[src/rtl/macc_dot_seq_if.sv]
// -----------------------------------------------------------------------------
// macc_dot_seq_if
//
// Signal bundle for the dot-product sequencer. It groups every handshake and
// bus signal around the sequencer:
//   - command:    cfg_start, cfg_len, cfg_bias, busy
//   - operand A:  s_axis_a_tdata / s_axis_a_tvalid / s_axis_a_tready
//   - operand B:  s_axis_b_tdata / s_axis_b_tvalid / s_axis_b_tready
//   - MACC drive: macc_{a,b,c}_tdata, macc_{a,b,c}_tvalid
//   - MACC reply: macc_result_tdata, macc_result_tvalid
//   - result:     m_axis_dot_tdata / m_axis_dot_tvalid / m_axis_dot_tready
//
// Modports:
//   slave  - the sequencer's view (receives commands and operands, drives the
//            MACC and the result stream)
//   master - the surrounding system's view (the exact mirror of slave)
// -----------------------------------------------------------------------------
interface macc_dot_seq_if #(
    parameter int BITWIDTH = 32,
    parameter int LENW     = 16
);

    // Command
    logic                cfg_start;
    logic [LENW-1:0]     cfg_len;
    logic [BITWIDTH-1:0] cfg_bias;
    logic                busy;

    // Operand A stream
    logic [BITWIDTH-1:0] s_axis_a_tdata;
    logic                s_axis_a_tvalid;
    logic                s_axis_a_tready;

    // Operand B stream
    logic [BITWIDTH-1:0] s_axis_b_tdata;
    logic                s_axis_b_tvalid;
    logic                s_axis_b_tready;

    // MACC operands
    logic [BITWIDTH-1:0] macc_a_tdata;
    logic [BITWIDTH-1:0] macc_b_tdata;
    logic [BITWIDTH-1:0] macc_c_tdata;
    logic                macc_a_tvalid;
    logic                macc_b_tvalid;
    logic                macc_c_tvalid;

    // MACC result
    logic [BITWIDTH-1:0] macc_result_tdata;
    logic                macc_result_tvalid;

    // Dot-product result stream
    logic [BITWIDTH-1:0] m_axis_dot_tdata;
    logic                m_axis_dot_tvalid;
    logic                m_axis_dot_tready;

    modport slave (
        input  cfg_start, cfg_len, cfg_bias,
        output busy,
        input  s_axis_a_tdata, s_axis_a_tvalid,
        output s_axis_a_tready,
        input  s_axis_b_tdata, s_axis_b_tvalid,
        output s_axis_b_tready,
        output macc_a_tdata, macc_b_tdata, macc_c_tdata,
        output macc_a_tvalid, macc_b_tvalid, macc_c_tvalid,
        input  macc_result_tdata, macc_result_tvalid,
        output m_axis_dot_tdata, m_axis_dot_tvalid,
        input  m_axis_dot_tready
    );

    modport master (
        output cfg_start, cfg_len, cfg_bias,
        input  busy,
        output s_axis_a_tdata, s_axis_a_tvalid,
        input  s_axis_a_tready,
        output s_axis_b_tdata, s_axis_b_tvalid,
        input  s_axis_b_tready,
        input  macc_a_tdata, macc_b_tdata, macc_c_tdata,
        input  macc_a_tvalid, macc_b_tvalid, macc_c_tvalid,
        output macc_result_tdata, macc_result_tvalid,
        input  m_axis_dot_tdata, m_axis_dot_tvalid,
        output m_axis_dot_tready
    );

endinterface : macc_dot_seq_if

[src/rtl/macc_dot_seq.sv]
// -----------------------------------------------------------------------------
// macc_dot_seq
//
// Sequences a single-cycle MACC unit (result <= a*b + c, registered, cleared
// whenever its inputs are not valid) to compute one dot product per command:
//     dot = cfg_bias + sum_{i=0}^{len-1} a[i]*b[i]      (mod 2^BITWIDTH)
//
// Ports:
//   aclk     - clock
//   aresetn  - asynchronous active-low reset
//   bus      - macc_dot_seq_if.slave: command (cfg_*/busy), operand streams
//              s_axis_a / s_axis_b, MACC operand/result signals, and the
//              result stream m_axis_dot
//
// Behaviour:
//   IDLE  : waits for cfg_start; len == 0 goes straight to OUT with dot = bias.
//   RUN   : consumes A and B jointly, one element per fire, feeding the MACC.
//   DRAIN : one cycle to capture the final MACC result into dot.
//   OUT   : presents dot until the downstream handshake, then back to IDLE.
//
// The MACC zeroes its output when not fed, so the running sum is kept in acc.
// The c operand is forwarded straight from the MACC result when it is valid,
// which lets fires run back to back without waiting for acc to update.
// -----------------------------------------------------------------------------
module macc_dot_seq #(
    parameter int BITWIDTH = 32,
    parameter int LENW     = 16
) (
    input logic           aclk,
    input logic           aresetn,
    macc_dot_seq_if.slave bus
);

    typedef enum logic [1:0] {
        IDLE  = 2'd0,
        RUN   = 2'd1,
        DRAIN = 2'd2,
        OUT   = 2'd3
    } state_t;

    state_t              state;
    logic [BITWIDTH-1:0] acc;   // running sum between MACC results
    logic [BITWIDTH-1:0] dot;   // final result held for the output stream
    logic [LENW-1:0]     len;   // element count of the current command
    logic [LENW-1:0]     cnt;   // elements consumed so far

    logic in_run;
    logic fire;
    logic last_elem;

    // -------------------------------------------------------------------------
    // Stream handshake and MACC drive
    // -------------------------------------------------------------------------
    assign in_run    = (state == RUN);
    assign fire      = in_run & bus.s_axis_a_tvalid & bus.s_axis_b_tvalid;

    // len is never zero in RUN, so len-1 cannot underflow here.
    assign last_elem = (cnt == len - LENW'(1));

    // Each stream is only accepted together with the other one, so neither
    // side can run ahead and an element is never consumed without its partner.
    assign bus.s_axis_a_tready = in_run & bus.s_axis_b_tvalid;
    assign bus.s_axis_b_tready = in_run & bus.s_axis_a_tvalid;

    assign bus.macc_a_tdata  = bus.s_axis_a_tdata;
    assign bus.macc_b_tdata  = bus.s_axis_b_tdata;
    // The result of the previous fire is not in acc yet, so forward it.
    assign bus.macc_c_tdata  = bus.macc_result_tvalid ? bus.macc_result_tdata : acc;

    assign bus.macc_a_tvalid = fire;
    assign bus.macc_b_tvalid = fire;
    assign bus.macc_c_tvalid = fire;

    // -------------------------------------------------------------------------
    // Status and result stream (straight from registers)
    // -------------------------------------------------------------------------
    assign bus.busy              = (state != IDLE);
    assign bus.m_axis_dot_tvalid = (state == OUT);
    assign bus.m_axis_dot_tdata  = dot;

    // -------------------------------------------------------------------------
    // Control FSM and datapath registers
    // -------------------------------------------------------------------------
    // NOTE: every register here uses <= so all of them update from the same
    // pre-edge values; blocking assignments would make acc/cnt/state depend
    // on statement order within the block.
    always_ff @(posedge aclk or negedge aresetn) begin
        if (!aresetn) begin
            state <= IDLE;
            acc   <= '0;
            dot   <= '0;
            len   <= '0;
            cnt   <= '0;
        end else begin
            case (state)
                IDLE: begin
                    if (bus.cfg_start) begin
                        len <= bus.cfg_len;
                        acc <= bus.cfg_bias;
                        cnt <= '0;
                        if (bus.cfg_len == '0) begin
                            dot   <= bus.cfg_bias;
                            state <= OUT;
                        end else begin
                            state <= RUN;
                        end
                    end
                end

                RUN: begin
                    // A stall lets the last result land in acc; the MACC
                    // then clears, and the next fire picks acc up as c.
                    if (bus.macc_result_tvalid) begin
                        acc <= bus.macc_result_tdata;
                    end
                    if (fire) begin
                        cnt <= cnt + LENW'(1);
                        if (last_elem) begin
                            state <= DRAIN;
                        end
                    end
                end

                DRAIN: begin
                    // The MACC result from the final fire is valid this cycle.
                    if (bus.macc_result_tvalid) begin
                        acc <= bus.macc_result_tdata;
                    end
                    dot   <= bus.macc_result_tdata;
                    state <= OUT;
                end

                OUT: begin
                    if (bus.m_axis_dot_tready) begin
                        state <= IDLE;
                    end
                end

                default: state <= IDLE;
            endcase
        end
    end

endmodule : macc_dot_seq

[src/flat_wrapper.sv]
// flat-port wrapper written by rule: the top's interface ports become plain ports
module macc_dot_seq_flat 
#(
    parameter int BITWIDTH = 32,
    parameter int LENW     = 16
)
  (aclk, aresetn, bus_cfg_start, bus_cfg_len, bus_cfg_bias, bus_busy, bus_s_axis_a_tdata, bus_s_axis_a_tvalid, bus_s_axis_a_tready, bus_s_axis_b_tdata, bus_s_axis_b_tvalid, bus_s_axis_b_tready, bus_macc_a_tdata, bus_macc_b_tdata, bus_macc_c_tdata, bus_macc_a_tvalid, bus_macc_b_tvalid, bus_macc_c_tvalid, bus_macc_result_tdata, bus_macc_result_tvalid, bus_m_axis_dot_tdata, bus_m_axis_dot_tvalid, bus_m_axis_dot_tready);
  macc_dot_seq_if #(.BITWIDTH(BITWIDTH), .LENW(LENW)) bus_i ();
  input logic aclk;
  input logic aresetn;
  input wire logic [$bits(bus_i.cfg_start)-1:0] bus_cfg_start;
  input wire logic [$bits(bus_i.cfg_len)-1:0] bus_cfg_len;
  input wire logic [$bits(bus_i.cfg_bias)-1:0] bus_cfg_bias;
  output wire logic [$bits(bus_i.busy)-1:0] bus_busy;
  input wire logic [$bits(bus_i.s_axis_a_tdata)-1:0] bus_s_axis_a_tdata;
  input wire logic [$bits(bus_i.s_axis_a_tvalid)-1:0] bus_s_axis_a_tvalid;
  output wire logic [$bits(bus_i.s_axis_a_tready)-1:0] bus_s_axis_a_tready;
  input wire logic [$bits(bus_i.s_axis_b_tdata)-1:0] bus_s_axis_b_tdata;
  input wire logic [$bits(bus_i.s_axis_b_tvalid)-1:0] bus_s_axis_b_tvalid;
  output wire logic [$bits(bus_i.s_axis_b_tready)-1:0] bus_s_axis_b_tready;
  output wire logic [$bits(bus_i.macc_a_tdata)-1:0] bus_macc_a_tdata;
  output wire logic [$bits(bus_i.macc_b_tdata)-1:0] bus_macc_b_tdata;
  output wire logic [$bits(bus_i.macc_c_tdata)-1:0] bus_macc_c_tdata;
  output wire logic [$bits(bus_i.macc_a_tvalid)-1:0] bus_macc_a_tvalid;
  output wire logic [$bits(bus_i.macc_b_tvalid)-1:0] bus_macc_b_tvalid;
  output wire logic [$bits(bus_i.macc_c_tvalid)-1:0] bus_macc_c_tvalid;
  input wire logic [$bits(bus_i.macc_result_tdata)-1:0] bus_macc_result_tdata;
  input wire logic [$bits(bus_i.macc_result_tvalid)-1:0] bus_macc_result_tvalid;
  output wire logic [$bits(bus_i.m_axis_dot_tdata)-1:0] bus_m_axis_dot_tdata;
  output wire logic [$bits(bus_i.m_axis_dot_tvalid)-1:0] bus_m_axis_dot_tvalid;
  input wire logic [$bits(bus_i.m_axis_dot_tready)-1:0] bus_m_axis_dot_tready;
  assign bus_i.cfg_start = bus_cfg_start;
  assign bus_i.cfg_len = bus_cfg_len;
  assign bus_i.cfg_bias = bus_cfg_bias;
  assign bus_busy = bus_i.busy;
  assign bus_i.s_axis_a_tdata = bus_s_axis_a_tdata;
  assign bus_i.s_axis_a_tvalid = bus_s_axis_a_tvalid;
  assign bus_s_axis_a_tready = bus_i.s_axis_a_tready;
  assign bus_i.s_axis_b_tdata = bus_s_axis_b_tdata;
  assign bus_i.s_axis_b_tvalid = bus_s_axis_b_tvalid;
  assign bus_s_axis_b_tready = bus_i.s_axis_b_tready;
  assign bus_macc_a_tdata = bus_i.macc_a_tdata;
  assign bus_macc_b_tdata = bus_i.macc_b_tdata;
  assign bus_macc_c_tdata = bus_i.macc_c_tdata;
  assign bus_macc_a_tvalid = bus_i.macc_a_tvalid;
  assign bus_macc_b_tvalid = bus_i.macc_b_tvalid;
  assign bus_macc_c_tvalid = bus_i.macc_c_tvalid;
  assign bus_i.macc_result_tdata = bus_macc_result_tdata;
  assign bus_i.macc_result_tvalid = bus_macc_result_tvalid;
  assign bus_m_axis_dot_tdata = bus_i.m_axis_dot_tdata;
  assign bus_m_axis_dot_tvalid = bus_i.m_axis_dot_tvalid;
  assign bus_i.m_axis_dot_tready = bus_m_axis_dot_tready;
  macc_dot_seq #(.BITWIDTH(BITWIDTH), .LENW(LENW)) u_core (.aclk(aclk), .aresetn(aresetn), .bus(bus_i));
endmodule
[config.mk]
export PLATFORM = sky130hd
export DESIGN_NAME = macc_dot_seq_flat
export DESIGN_NICKNAME = d
export VERILOG_FILES = /design/src/rtl/macc_dot_seq_if.sv /design/src/rtl/macc_dot_seq.sv /design/src/flat_wrapper.sv
export SDC_FILE = /design/constraint.sdc
export NUM_CORES = 1
export LEC_CHECK = 0
export ABC_CLOCK_PERIOD_IN_PS = 3000
export BUFFER_PORTS_ARGS = -buffer_cell sky130_fd_sc_hd__buf_2
export CAP_MARGIN = 20
export CELL_PAD_IN_SITES_DETAIL_PLACEMENT = 0
export CELL_PAD_IN_SITES_GLOBAL_PLACEMENT = 1
export CORE_MARGIN = 1
export CORE_UTILIZATION = 34
export CTS_CLUSTER_DIAMETER = 60
export DETAILED_ROUTE_END_ITERATION = 10
export PLACE_DENSITY_LB_ADDON = 0.1
export RECOVER_POWER = 25
export SLEW_MARGIN = 20
export SYNTH_ARGS = -nofsm -noshare
export SYNTH_HDL_FRONTEND = slang
export SYNTH_SLANG_ARGS = --single-unit
[constraint.sdc]
create_clock -name aclk -period 3 [get_ports aclk]
set_input_delay 0.45 -clock aclk [delete_from_list [all_inputs] [get_ports aclk]]
set_output_delay 0.45 -clock aclk [all_outputs]
set_load 0.02 [all_outputs]
==> results by group <==
Run status
  – Status: finished with violations
  – Violated checks: capacitance limit, slew limit

Synthesis
  – Synth Warn #: 0
  – Async set-reset flop share out of synthesis: 100%
  – Synth unique cells: 49
  – FF+latch count, synth: 98
  – Synth top cells by count: dfrtp_1, nand2_1, buf_4, mux2i_1, mux2_2
  – Area leader, netlist: dfrtp_1
  – Post-synthesis cell count: 598
  – Mapped cell area: 5900 um^2
  – Syn nets: 755
  – Avg Synthesized Cell Area: 9.87 um^2
  – Synth top area share: 41.6%
  – Post-synth EDFFs: 0
  – Most numerous cell in the Yosys netlist: dfrtp_1
  – Seq/Total Area, Yosys: 41.6%
  – Synth area leaders: dfrtp_1, mux2i_1, mux2_2
  – Most used DFF post-synth: dfrtp_1

Clock tree
  – Worst skew pair latency: 350 ps
  – CTS buffer count: 9
  – CTS clk-pin slew, worst paths: 70 ps
  – Post_cts resized: 0
  – Post-CTS setup buffers: 0
  – TritonCTS clock tree: built
  – H-tree Lvls: 3
  – Hold buffers post-CTS: 0
  – Clk root buf: clkbuf_16
  – Sink Count: 98
  – Worst-case clock buffer depth: 2

STA
  – Max Freq: 370 MHz
  – Crit share post-route: 90.0%
  – TNS Setup: 0 ps
  – Unrepaired setup endpoints after global routing: no
  – Final setup violation count: 0
  – Final max-slew violation count: 61
  – Max-slew headroom: -5.38%
  – Clock skew: 6.91 ps
  – Tmin final: 2700 ps
  – Final hold viol count: 0
  – Slew @ Worst Pin: 1580 ps

Die
  – Initial core utilization: 35.2%
  – FP Rows: 47
  – DIE HEIGHT: 134 um
  – I/O pins: 286
  – Die ar.: 17,900 um^2
  – Core area: 16,800 um^2
  – Die width: 134 um

Min path
  – Hold_sp: bus_cfg_len[13]
  – Hold path cells: 2
  – Hold Path End: u_core.len[13]
  – HP Class: in -> reg

Global route
  – M1 GR Usage: 23.5%
  – Vias in the first global route: 4,761
  – GRT met2 Usage: 29.6%
  – Tot GR Track Use: 18.6%
  – Most Crowded Layer GR: met2
  – Met3 Use GR: 5.18%
  – First-pass GRT wire length: 25,800 um
  – Largest net degree at the start of global routing: 65
  – Total grt overflow: 0
  – Initial antenna violation count: 0

Critical path
  – CP max stage delay: 420 ps
  – Crit-path leading delay family: simple AND/OR/NAND/NOR gates
  – Startpoint Class: flop
  – Crit path kind: reg -> reg
  – Worst path bufs/invs: 1
  – CP Capture Type: flop
  – Worst endpoint required time: 3240 ps
  – Arr. time, crit path: 2940 ps
  – Worst path depth: 9
  – Capture point of the worst reg-to-reg path: u_core.state[1]
  – CP max FO: 5
  – Slowest cell on crit path: dfrtp_1
  – Worst R2R Path Depth: 9
  – Worst path cell trace: inv_1 > ha_1 > or3b_1 > nor2_1 > nand3_1 > or3_1 > a221oi_2 > a31oi_2 > mux2_4
  – Reg2reg start: u_core.len[0]
  – R2R setup slack: 300 ps

Layout
  – Layout cells sized above 1: 35.6%
  – # fillers: 1,698
  – Finished Layout Cells: 909
  – Area grow syn2layout: 14.4%
  – Fin nets: 840

Placed design
  – Port Buf Inserts: 157
  – Final GP Congestion: 0.814
  – Placed cells: 892
  – DP Wirelength: 11,600 um

Power
  – Sequential fraction of design power: 32.1%
  – Switching power share of the total: 44.1%
  – Clock share of power: 15.5%
  – Psw: 3.19 mW
  – Pwr per Cell Area: 1070 nW/um^2
  – Worst IR drop on VDD: 0.000530 V
  – Comb power frac: 52.4%
  – Internal Power: 4.05 mW
  – Pleak: 3.14 nW

Routing
  – Routed WL per cell: 17.4 um
  – Routed vias: 4,543
  – Drt first-iter violations: 121
  – Antenna Nets Post-Route: 0
  – Remaining DRCs: 0
  – Vias/cell: 5.00
  – Drt pass-1 iters: 4
  – Final wirelength: 15,800 um

Job
  – Max-cap violations: 1
worst max path at each step:
stage | startpoint | end | slack, ps
after global placement | u_core.len[0] | u_core.state[1] | 360
after detailed placement | u_core.len[0] | u_core.state[1] | 310
after floorplan | u_core.len[0] | u_core.state[1] | 480
final | u_core.len[0] | u_core.state[1] | 300
after CTS | u_core.len[0] | u_core.state[1] | 290
after global routing | u_core.len[0] | u_core.state[1] | 90
stage by stage:
| step | hold slack (ps) | worst slack [ps] | utilization (%) | cell area, um^2 | total power [mW] |
|---|---|---|---|---|---|
| floorplan | 154 | 480 | - | 5900 | 5.14 |
| global placement | 459 | 356 | 38.6 | 6460 | 6.15 |
| detailed placement | 471 | 308 | 38.6 | 6460 | 6.24 |
| CTS | 230 | 293 | 40.3 | 6750 | 7.38 |
| global route | 343 | 93.4 | 40.3 | 6750 | 7.86 |
| finish | 349 | 299 | 40.3 | 6750 | 7.24 |
power groups by stage:
stage | clock network [mW] | logic (mW) | registers [mW]
finish | 1.12 | 3.79 | 2.33
global route | 1.23 | 4.21 | 2.42
CTS | 1.17 | 3.87 | 2.34
detailed placement | 0 | 3.89 | 2.35
global placement | 0 | 3.81 | 2.34
floorplan | 0 | 2.67 | 2.47
sequential cells by signal, summed over array words and instances (netlist names):
signal                       flops
u_core.state                     2
u_core.acc                      32
u_core.len                      16
u_core.bus.m_axis_dot_tdata     32
u_core.cnt                      16
placed cells by master (no fill, tap or decap), types with 13 or more instances in the layout:
| cell | instances |
|---|---|
| mux2_2 | 48 |
| o21ai_1 | 34 |
| dfrtp_1 | 98 |
| nor2_1 | 13 |
| xnor2_1 | 14 |
| mux2i_1 | 66 |
| nand2_1 | 80 |
| o21ai_0 | 42 |
| buf_2 | 156 |
cell families (layout without fill, tap and decap cells):
family	Yosys count	after routing	share of synthesized area, %
adders and majority gates	6	6	1.27
xor gates and xnor gates	26	26	3.86
other	0	1	0
buffers and inverters	102	192	10.8
and+or+nand+nor	150	150	12.2
DFF	98	98	41.6
muxes	115	115	20.6
AOI/OAI and AO/OA	101	101	9.71
cell type report:
type | instances | area (um^2) | share of cell area, %
antenna | 1 | 2.50 | 0.0371
multi-input combinational | 398 | 2830 | 42.0
clock inverter | 3 | 23.8 | 0.352
tap | 220 | 275 | 4.08
clock buffer | 13 | 260 | 3.86
inverter | 7 | 26.3 | 0.389
sequential | 98 | 2450 | 36.3
timing repair buffer | 169 | 876 | 13.0
layer usage:
metal / share of wire [%] / vias to the layer above
met3: 7.2 / 40
met1: 43 / 2160
met2: 47 / 152
li1: - / 2191
met5: 0 / -
met4: 2.3 / 0
No activity file was read; power rests on OpenSTA's default activity.
